### src/rtl/alu_pkg.sv
// Shared definitions for the 16-bit execute-stage ALU: data width and opcode map.
package alu_pkg;

  localparam int ALU_W   = 16;
  localparam int SHAMT_W = 4;

  localparam logic [2:0] OP_AND = 3'b000;
  localparam logic [2:0] OP_SLL = 3'b001;
  localparam logic [2:0] OP_OR  = 3'b010;
  localparam logic [2:0] OP_XOR = 3'b011;
  localparam logic [2:0] OP_ADD = 3'b100;
  localparam logic [2:0] OP_RSV = 3'b101;
  localparam logic [2:0] OP_SRL = 3'b110;
  localparam logic [2:0] OP_MUL = 3'b111;

endpackage

### src/rtl/alu_bit_slice.sv
// One bit of the ALU logic/adder chain: bitwise AND/OR/XOR of the raw operands
// plus a full adder whose B input can be inverted for subtraction.
module alu_bit_slice (
  input  logic a,
  input  logic b,
  input  logic bnegate,
  input  logic carry_in,
  output logic and_bit,
  output logic or_bit,
  output logic xor_bit,
  output logic sum,
  output logic carry_out
);

  logic b_eff;
  logic half_sum;

  // Logic functions always use the uninverted B; only the adder sees bnegate.
  assign and_bit  = a & b;
  assign or_bit   = a | b;
  assign xor_bit  = a ^ b;

  assign b_eff     = b ^ bnegate;
  assign half_sum  = a ^ b_eff;
  assign sum       = half_sum ^ carry_in;
  assign carry_out = (a & b_eff) | (carry_in & half_sum);

endmodule

### src/rtl/alu_16.sv
// Registered 16-bit ALU: ripple bit-slice logic/adder, barrel shifters and a
// single-cycle array multiplier feed an opcode mux and one output register.
module alu_16
  import alu_pkg::*;
(
  input  logic             clk,
  input  logic             rst,
  input  logic [2:0]       op,
  input  logic [ALU_W-1:0] a,
  input  logic [ALU_W-1:0] b,
  input  logic             cin,
  input  logic             bnegate,
  output logic             cout,
  output logic [ALU_W-1:0] result
);

  logic [ALU_W-1:0] and_vec;
  logic [ALU_W-1:0] or_vec;
  logic [ALU_W-1:0] xor_vec;
  logic [ALU_W-1:0] sum_vec;
  logic [ALU_W:0]   carry;
  logic             add_bnegate;
  logic             add_cin;

  logic [SHAMT_W-1:0] shamt;
  logic [ALU_W-1:0]   sll_val;
  logic [ALU_W-1:0]   srl_val;
  logic [ALU_W-1:0]   mul_val;

  logic [ALU_W-1:0] result_p0;
  logic             cout_p0;
  logic [ALU_W-1:0] result_p1;
  logic             cout_p1;

  // Stage p0: combinational core

  // The adder controls only matter for ADD; gating them keeps the chain quiet otherwise.
  assign add_bnegate = (op == OP_ADD) ? bnegate : 1'b0;
  assign add_cin     = (op == OP_ADD) ? cin     : 1'b0;
  assign carry[0]    = add_cin;

  for (genvar i = 0; i < ALU_W; i++) begin : g_slice
    alu_bit_slice u_slice (
      .a         (a[i]),
      .b         (b[i]),
      .bnegate   (add_bnegate),
      .carry_in  (carry[i]),
      .and_bit   (and_vec[i]),
      .or_bit    (or_vec[i]),
      .xor_bit   (xor_vec[i]),
      .sum       (sum_vec[i]),
      .carry_out (carry[i+1])
    );
  end

  // Only the low four bits of B form the shift amount; the rest is ignored.
  assign shamt   = b[SHAMT_W-1:0];
  assign sll_val = a << shamt;
  assign srl_val = a >> shamt;

  // Shift-and-add array multiplier truncated to 16 bits; partial products
  // above bit 15 fall off naturally in the 16-bit accumulation.
  always_comb begin
    mul_val = '0;
    for (int i = 0; i < ALU_W; i++) begin
      if (b[i]) begin
        mul_val = mul_val + (a << i);
      end
    end
  end

  // Opcode mux selecting the next result and carry-out.
  always_comb begin
    result_p0 = '0;
    cout_p0   = 1'b0;
    case (op)
      OP_AND: result_p0 = and_vec;
      OP_SLL: result_p0 = sll_val;
      OP_OR:  result_p0 = or_vec;
      OP_XOR: result_p0 = xor_vec;
      OP_ADD: begin
        result_p0 = sum_vec;
        cout_p0   = carry[ALU_W];
      end
      OP_RSV: result_p0 = '0;
      OP_SRL: result_p0 = srl_val;
      OP_MUL: result_p0 = mul_val;
      default: result_p0 = '0;
    endcase
  end

  // Stage p1: output register, cleared by reset over any operation in flight.
  always_ff @(posedge clk) begin
    if (rst) begin
      result_p1 <= '0;
      cout_p1   <= 1'b0;
    end else begin
      result_p1 <= result_p0;
      cout_p1   <= cout_p0;
    end
  end

  assign result = result_p1;
  assign cout   = cout_p1;

endmodule

### config.mk
export PLATFORM = sky130hd
export DESIGN_NAME = alu_16
export DESIGN_NICKNAME = d
export VERILOG_FILES = /design/src/rtl/alu_pkg.sv /design/src/rtl/alu_bit_slice.sv /design/src/rtl/alu_16.sv
export SDC_FILE = /design/constraint.sdc
export NUM_CORES = 1
export LEC_CHECK = 0
export BUFFER_PORTS_ARGS = -buffer_cell sky130_fd_sc_hd__buf_2
export CORE_MARGIN = 2
export CORE_UTILIZATION = 40
export CTS_CLUSTER_DIAMETER = 80
export DETAILED_ROUTE_END_ITERATION = 10
export PLACE_DENSITY_LB_ADDON = 0.08
export SETUP_SLACK_MARGIN = 0.4
export SYNTH_ARGS = -nofsm -noshare
export SYNTH_HDL_FRONTEND = slang
export SYNTH_SLANG_ARGS = --single-unit
export TNS_END_PERCENT = 100
### constraint.sdc
create_clock -name clk -period 17.15 [get_ports clk]
set_input_delay 0.8575 -clock clk [delete_from_list [all_inputs] [get_ports clk]]
set_output_delay 0.8575 -clock clk [all_outputs]
set_load 0.01 [all_outputs]
### Word-level counts from Yosys, hierarchy flattened

Cells that the tools add are included.

* register bits after elaboration: 17
* bits of input ports: 39
* output and inout port bits: 17
* word-level logic and storage cells: 192

* add/subtract/negate cells: 15
* equal/unequal tests: 7
* shift operators: 2
* mux-type cells: 19
* bitwise operators: 145
* reduce and logical (&&, ||, !) cells: 2

Operators with widths (count)
* 16-bit two-way mux: 16
* 16-bit adder: 15
* 16-bit one-hot mux with 8 select lines: 1
* 1-bit bitwise XOR: 64
* 1-bit bitwise AND: 48
* 1-bit OR: 32
* 16-bit by 4-bit << shifter with 16-bit output: 1
* 16-bit by 4-bit right shift with 16-bit output: 1
* 3-bit equality test, second input constant: 4
* 3-bit by 2-bit equality test with 1-bit output, second input constant: 2
* 3-bit by 1-bit equality test with 1-bit output, second input constant: 1
* 3-bit zero test: 1
* 1-bit two-way mux: 2
* 2-bit OR reduction: 1
* 1-bit NOT: 1

### Logic depth before layout (Yosys ltp)

* depth after elaboration: 36
* mapped depth: 94

### Modules after synthesis

From an unflattened synthesis, not the netlist that was laid out.

* cells, all modules: 1395
* area, all modules: 9744.3 µm²

Modules (own cells, without submodules)
* alu_16: times used 1, cells each 1235, area each 8523.2 µm², seq. area each 340.3 µm²
* alu_bit_slice: times used 16, cells each 10, area each 76.3 µm², seq. area each 0.0 µm²

### Least setup slack after synthesis

Ideal clock, no wire load.

* path kind: input to register
* from: input b[0]
* to: register result_p1[15], in the netlist result[15]
* setup time: 62 ps
* arrival: 16309 ps
* setup slack: 779 ps
* cell stages on the path: 84
* path buffers: 2
* cells stage by stage: buf_2 -> clkbuf_1 -> nand2_1 -> inv_1 -> ha_1 -> inv_1 -> fa_1 -> nor2b_1 -> o21ai_1 -> a21oi_1 -> o21ai_0 -> a21oi_1 -> nor2_1 -> or3_1 -> ha_1 -> o21a_1 -> o21a_1 -> a21oi_1 -> [... 48 more ...] -> fa_1 -> nand2_1 -> o21a_1 -> ha_1 -> fa_1 -> mux2_4 -> ha_1 -> xnor2_1 -> nor2_1 -> xnor2_1 -> xnor2_1 -> xnor2_1 -> xnor2_1 -> xnor3_1 -> xnor2_1 -> xnor3_1 -> a211o_1 -> nand3_1

* cells in the longest elaborated chain, start to end: 34
* elaborated cells between the ends (all ways): 68
* classes of those cells: add/sub (15); shift (2); mux (17); bitwise (34)

RTL lines
* from (decl): line alu_16.sv:10 `input logic [ALU_W-1:0] b,`
* branches (longest 33 deep; another with 16-bit adder)
* 16-bit one-hot mux with 8 select lines (*): line alu_16.sv:76 `case (op)`
* to (signal assigned): line alu_16.sv:98 `result_p1 <= result_p0;`
* to (decl): line alu_16.sv:32 `logic [ALU_W-1:0] result_p1;`

Mark *: on every way between the ends.
A chain may end at the register's enable or synchronous reset.

### Worst setup path in the final report

* from: input a[1]
* to: register result_p1[15], in the netlist result[15]

* cells in the longest elaborated chain, start to end: 32
* elaborated cells between the ends (all ways): 65
* classes of those cells: add/sub (15); shift (2); mux (17); bitwise (31)

RTL lines
* from (decl): line alu_16.sv:9 `input logic [ALU_W-1:0] a,`
* 16-bit two-way mux: line alu_16.sv:66 `if (b[i]) begin`
* 16-bit adder: line alu_16.sv:67 `mul_val = mul_val + (a << i);`
* 16-bit two-way mux: line alu_16.sv:66
* 16-bit adder: line alu_16.sv:67
* 16-bit two-way mux: line alu_16.sv:66
* 16-bit adder: line alu_16.sv:67
* 16-bit two-way mux: line alu_16.sv:66
* 16-bit adder: line alu_16.sv:67
* [... 16 more ...]
* 16-bit two-way mux: line alu_16.sv:66
* 16-bit adder: line alu_16.sv:67
* 16-bit two-way mux: line alu_16.sv:66
* 16-bit adder: line alu_16.sv:67
* 16-bit two-way mux: line alu_16.sv:66
* 16-bit adder: line alu_16.sv:67
* 16-bit two-way mux: line alu_16.sv:66
* 16-bit one-hot mux with 8 select lines (*): line alu_16.sv:76

Every way passes the cells marked *; elsewhere a longest branch is shown, timed or not.

==> metrics <==
WHS between 900 and 1000 ps; total track usage about 29%; clock buffer depth 2; post-synth cell types 84; Die Span Y approximately 150 um; max-cap viol count 0; layout cells sized above 1 22.76%; DP HPWL about 27 mm; leading cell type in the layout, fill and taps excluded nor2_1; part of the power in registers 2.5%; switching portion of total power 49.44%; internal power around 0.95 mW; Max VDD drop roughly 92 uV; total power around 1.9 mW; root buf cell clkbuf_16; IO Pins 56; routed wire length 36.31 mm; Worst-path clk slew 60 ps; placed inst area just under 0.01 mm2; worst min path class in -> reg; cts bufs inserted 3; die area roughly 0.024 mm2; Starting Density approximately 40%; kind of critical path in -> reg; Final Hold Viols 0; setup TNS 0 ps; Area Growth Syn to Fin 20.19%; final worst path period share between 90% and 100%; hold path start b[9]; Comb pwr share about 95%; # diodes 0; # fillers about 2.3k; residual DRC count 0; Slew @ Worst Pin approximately 1100 ps; worst-path fanout max 7; required time of the critical path approximately 17000 ps; Hold EP result[10]; post-route ant nets 0; Final #Nets between 1.5k and 2k; power density cells approximately 170 mW/mm2; drt first pass iters 5; final setup vio count 0; H-tree depth 1; Port-buffer cells between 50 and 60; Main synth FF type dfxtp_1; ys async rst share 0%; CP endpoint kind flip-flop; Reg area 340.3 um2; number of synthesized flops with an enable pin 0; Mapped Cells about 1.3k; static leakage 4.912 nW; FF+latch count, synth 17; relative slew slack ~27%; Slew Viols, Final 0; worst setup margin about 1100 ps; TritonCTS clock tree done; total grt overflow 0; Cell Area, Synth between 0.009 and 0.01 mm2; Via Count 9869; vias in the first global route 9121; Critical Path Source Type input pin; CP max stage cell fa_2; Buf/Inv on CP 6; syn_area_per_cell around 7.1 um2; DIE WIDTH about 150 um; largest net degree at the start of global routing between 50 and 60; Yosys top cell by area ha_1; Cell Rows 55; sequential-to-total area share from yosys stat about 3.8%; RD Place Congestion about 1; drt via density approximately 6.0; Synth top area share roughly a fifth; CP Data Arrival Time around 16000 ps; Place WS -239.9 ps; initial antenna violation count 0; slowest stage delay, CP around 540 ps; clock sink count 17; Largest delay share family, worst path adder cells; cell mode on critical path xnor2_1; post-route minimum period 16030 ps; most frequent cells in the layout nor2_1, nand2_1, ha_1; Fmax achieved 62.39 MHz; Wirelength per Cell ~22 um; Sw Pwr slightly above 0.9 mW; synth top area cells ha_1, xnor2_1, fa_1, nor2_1, a21oi_1; RSZ-0062 raised after global routing no; status finished, final reports clean; first-pass GRT wire length 54.51 mm; Clock power frac under 10%; initial DRC count between 800 and 900; Warnings, synthesis 0; area of the multi-input gates 0.008899 mm2; hold path depth 2; Post-CTS Hold Buffers 0; Net Count, Synth 1482; core area between 0.02 and 0.025 mm2; Design Area, Final 0.01091 mm2
[per-stage QoR]
step / std cells / utilization (%)
6_report: 1638 / 48.61
5_1_grt: 1638 / 48.61
4_1_cts: 1613 / 44.55
3_5_place_dp: 1604 / 43.74
3_3_place_gp: 1604 / 43.74
2_1_floorplan: 1278 / -
[state kept, by name, indices dropped and copies added (netlist names)]
register / flops
cout: 1
result: 16
[synth_stat cells, drive strengths merged, types with 4 or more instances]
master / count
nand3: 21
o21ai: 87
a211oi: 17
and3: 7
o311ai: 5
a31o: 9
or3: 17
nor3: 30
a2111oi: 4
a32oi: 5
inv: 100
ha: 136
nand3b: 4
o31ai: 9
nor2b: 28
a31oi: 19
o21a: 15
a221o: 5
mux2: 19
or2: 7
a221oi: 8
o21bai: 7
clkbuf: 46
mux2i: 21
buf: 13
fa: 29
o22a: 6
o211ai: 8
nand2b: 8
a211o: 4
a21oi: 99
xnor2: 77
nor2: 133
a21o: 34
xor2: 20
nand2: 124
a21boi: 4
and2: 10
a311oi: 5
dfxtp: 17
nor3b: 6
o221ai: 4
nand4: 4
o22ai: 14
[what timing repair did]
action | 4_1_cts | 5_1_grt
setup endpoints to repair | 1 | 2
setup buffers | 5 | 25
pin swaps | 7 | 58
gates resized for setup | 16 | 147
hold endpoints to repair | 0 | 0
[power by group through the flow]
stage	Combinational [mW]	Clock, mW	Sequential [mW]
after floorplan	1.17	0	0.0500
after global placement	1.49	0	0.0476
after detailed placement	1.51	0	0.0475
after CTS	1.51	0.0544	0.0467
after global routing	1.96	0.0561	0.0471
final	1.78	0.0542	0.0467
[area by class of cell]
cell class | instances | area share (%)
Clock buffer | 4 | 0.7228
Inverter | 102 | 3.557
Multi-Input combinational cell | 1100 | 81.60
Sequential cell | 17 | 3.121
Tap cell | 285 | 3.270
Timing Repair Buffer | 130 | 7.733
[cell families after synthesis]
| kind of cell | count (synthesis) | share of synthesized area (%) |
|---|---|---|
| simple gates | 405 | 20.50 |
| compound gates | 389 | 28.65 |
| fa+ha+maj | 165 | 25.15 |
| buf+inv | 161 | 6.826 |
| xor+xnor | 99 | 9.859 |
| mux | 42 | 5.254 |
| flops | 17 | 3.751 |
[metal layers]
layer  part of all wire, %  wire (um)  GRT usage (%)  vias to the layer above
met5                     0          0              0                        -
li1                      -          -              -                     4733
met2                    44      15950          45.94                      343
met3                   5.7       2065          2.466                       50
met1                    48      17320          43.41                     4743
met4                   2.7        968          7.231                        0
[worst max path at each step]
stage | start | to | slack [ps] | cells past startpoint
6_report | a[1] | result[15] | 1120 | 85
5_1_grt | b[0] | result[15] | 270 | 83
4_1_cts | b[0] | result[15] | 500 | 83
3_5_place_dp | a[1] | result[15] | -240 | 85
3_3_place_gp | a[1] | result[15] | 40 | 85
2_1_floorplan | b[0] | result[15] | 780 | 84
Power figures use the tool's default switching activity.
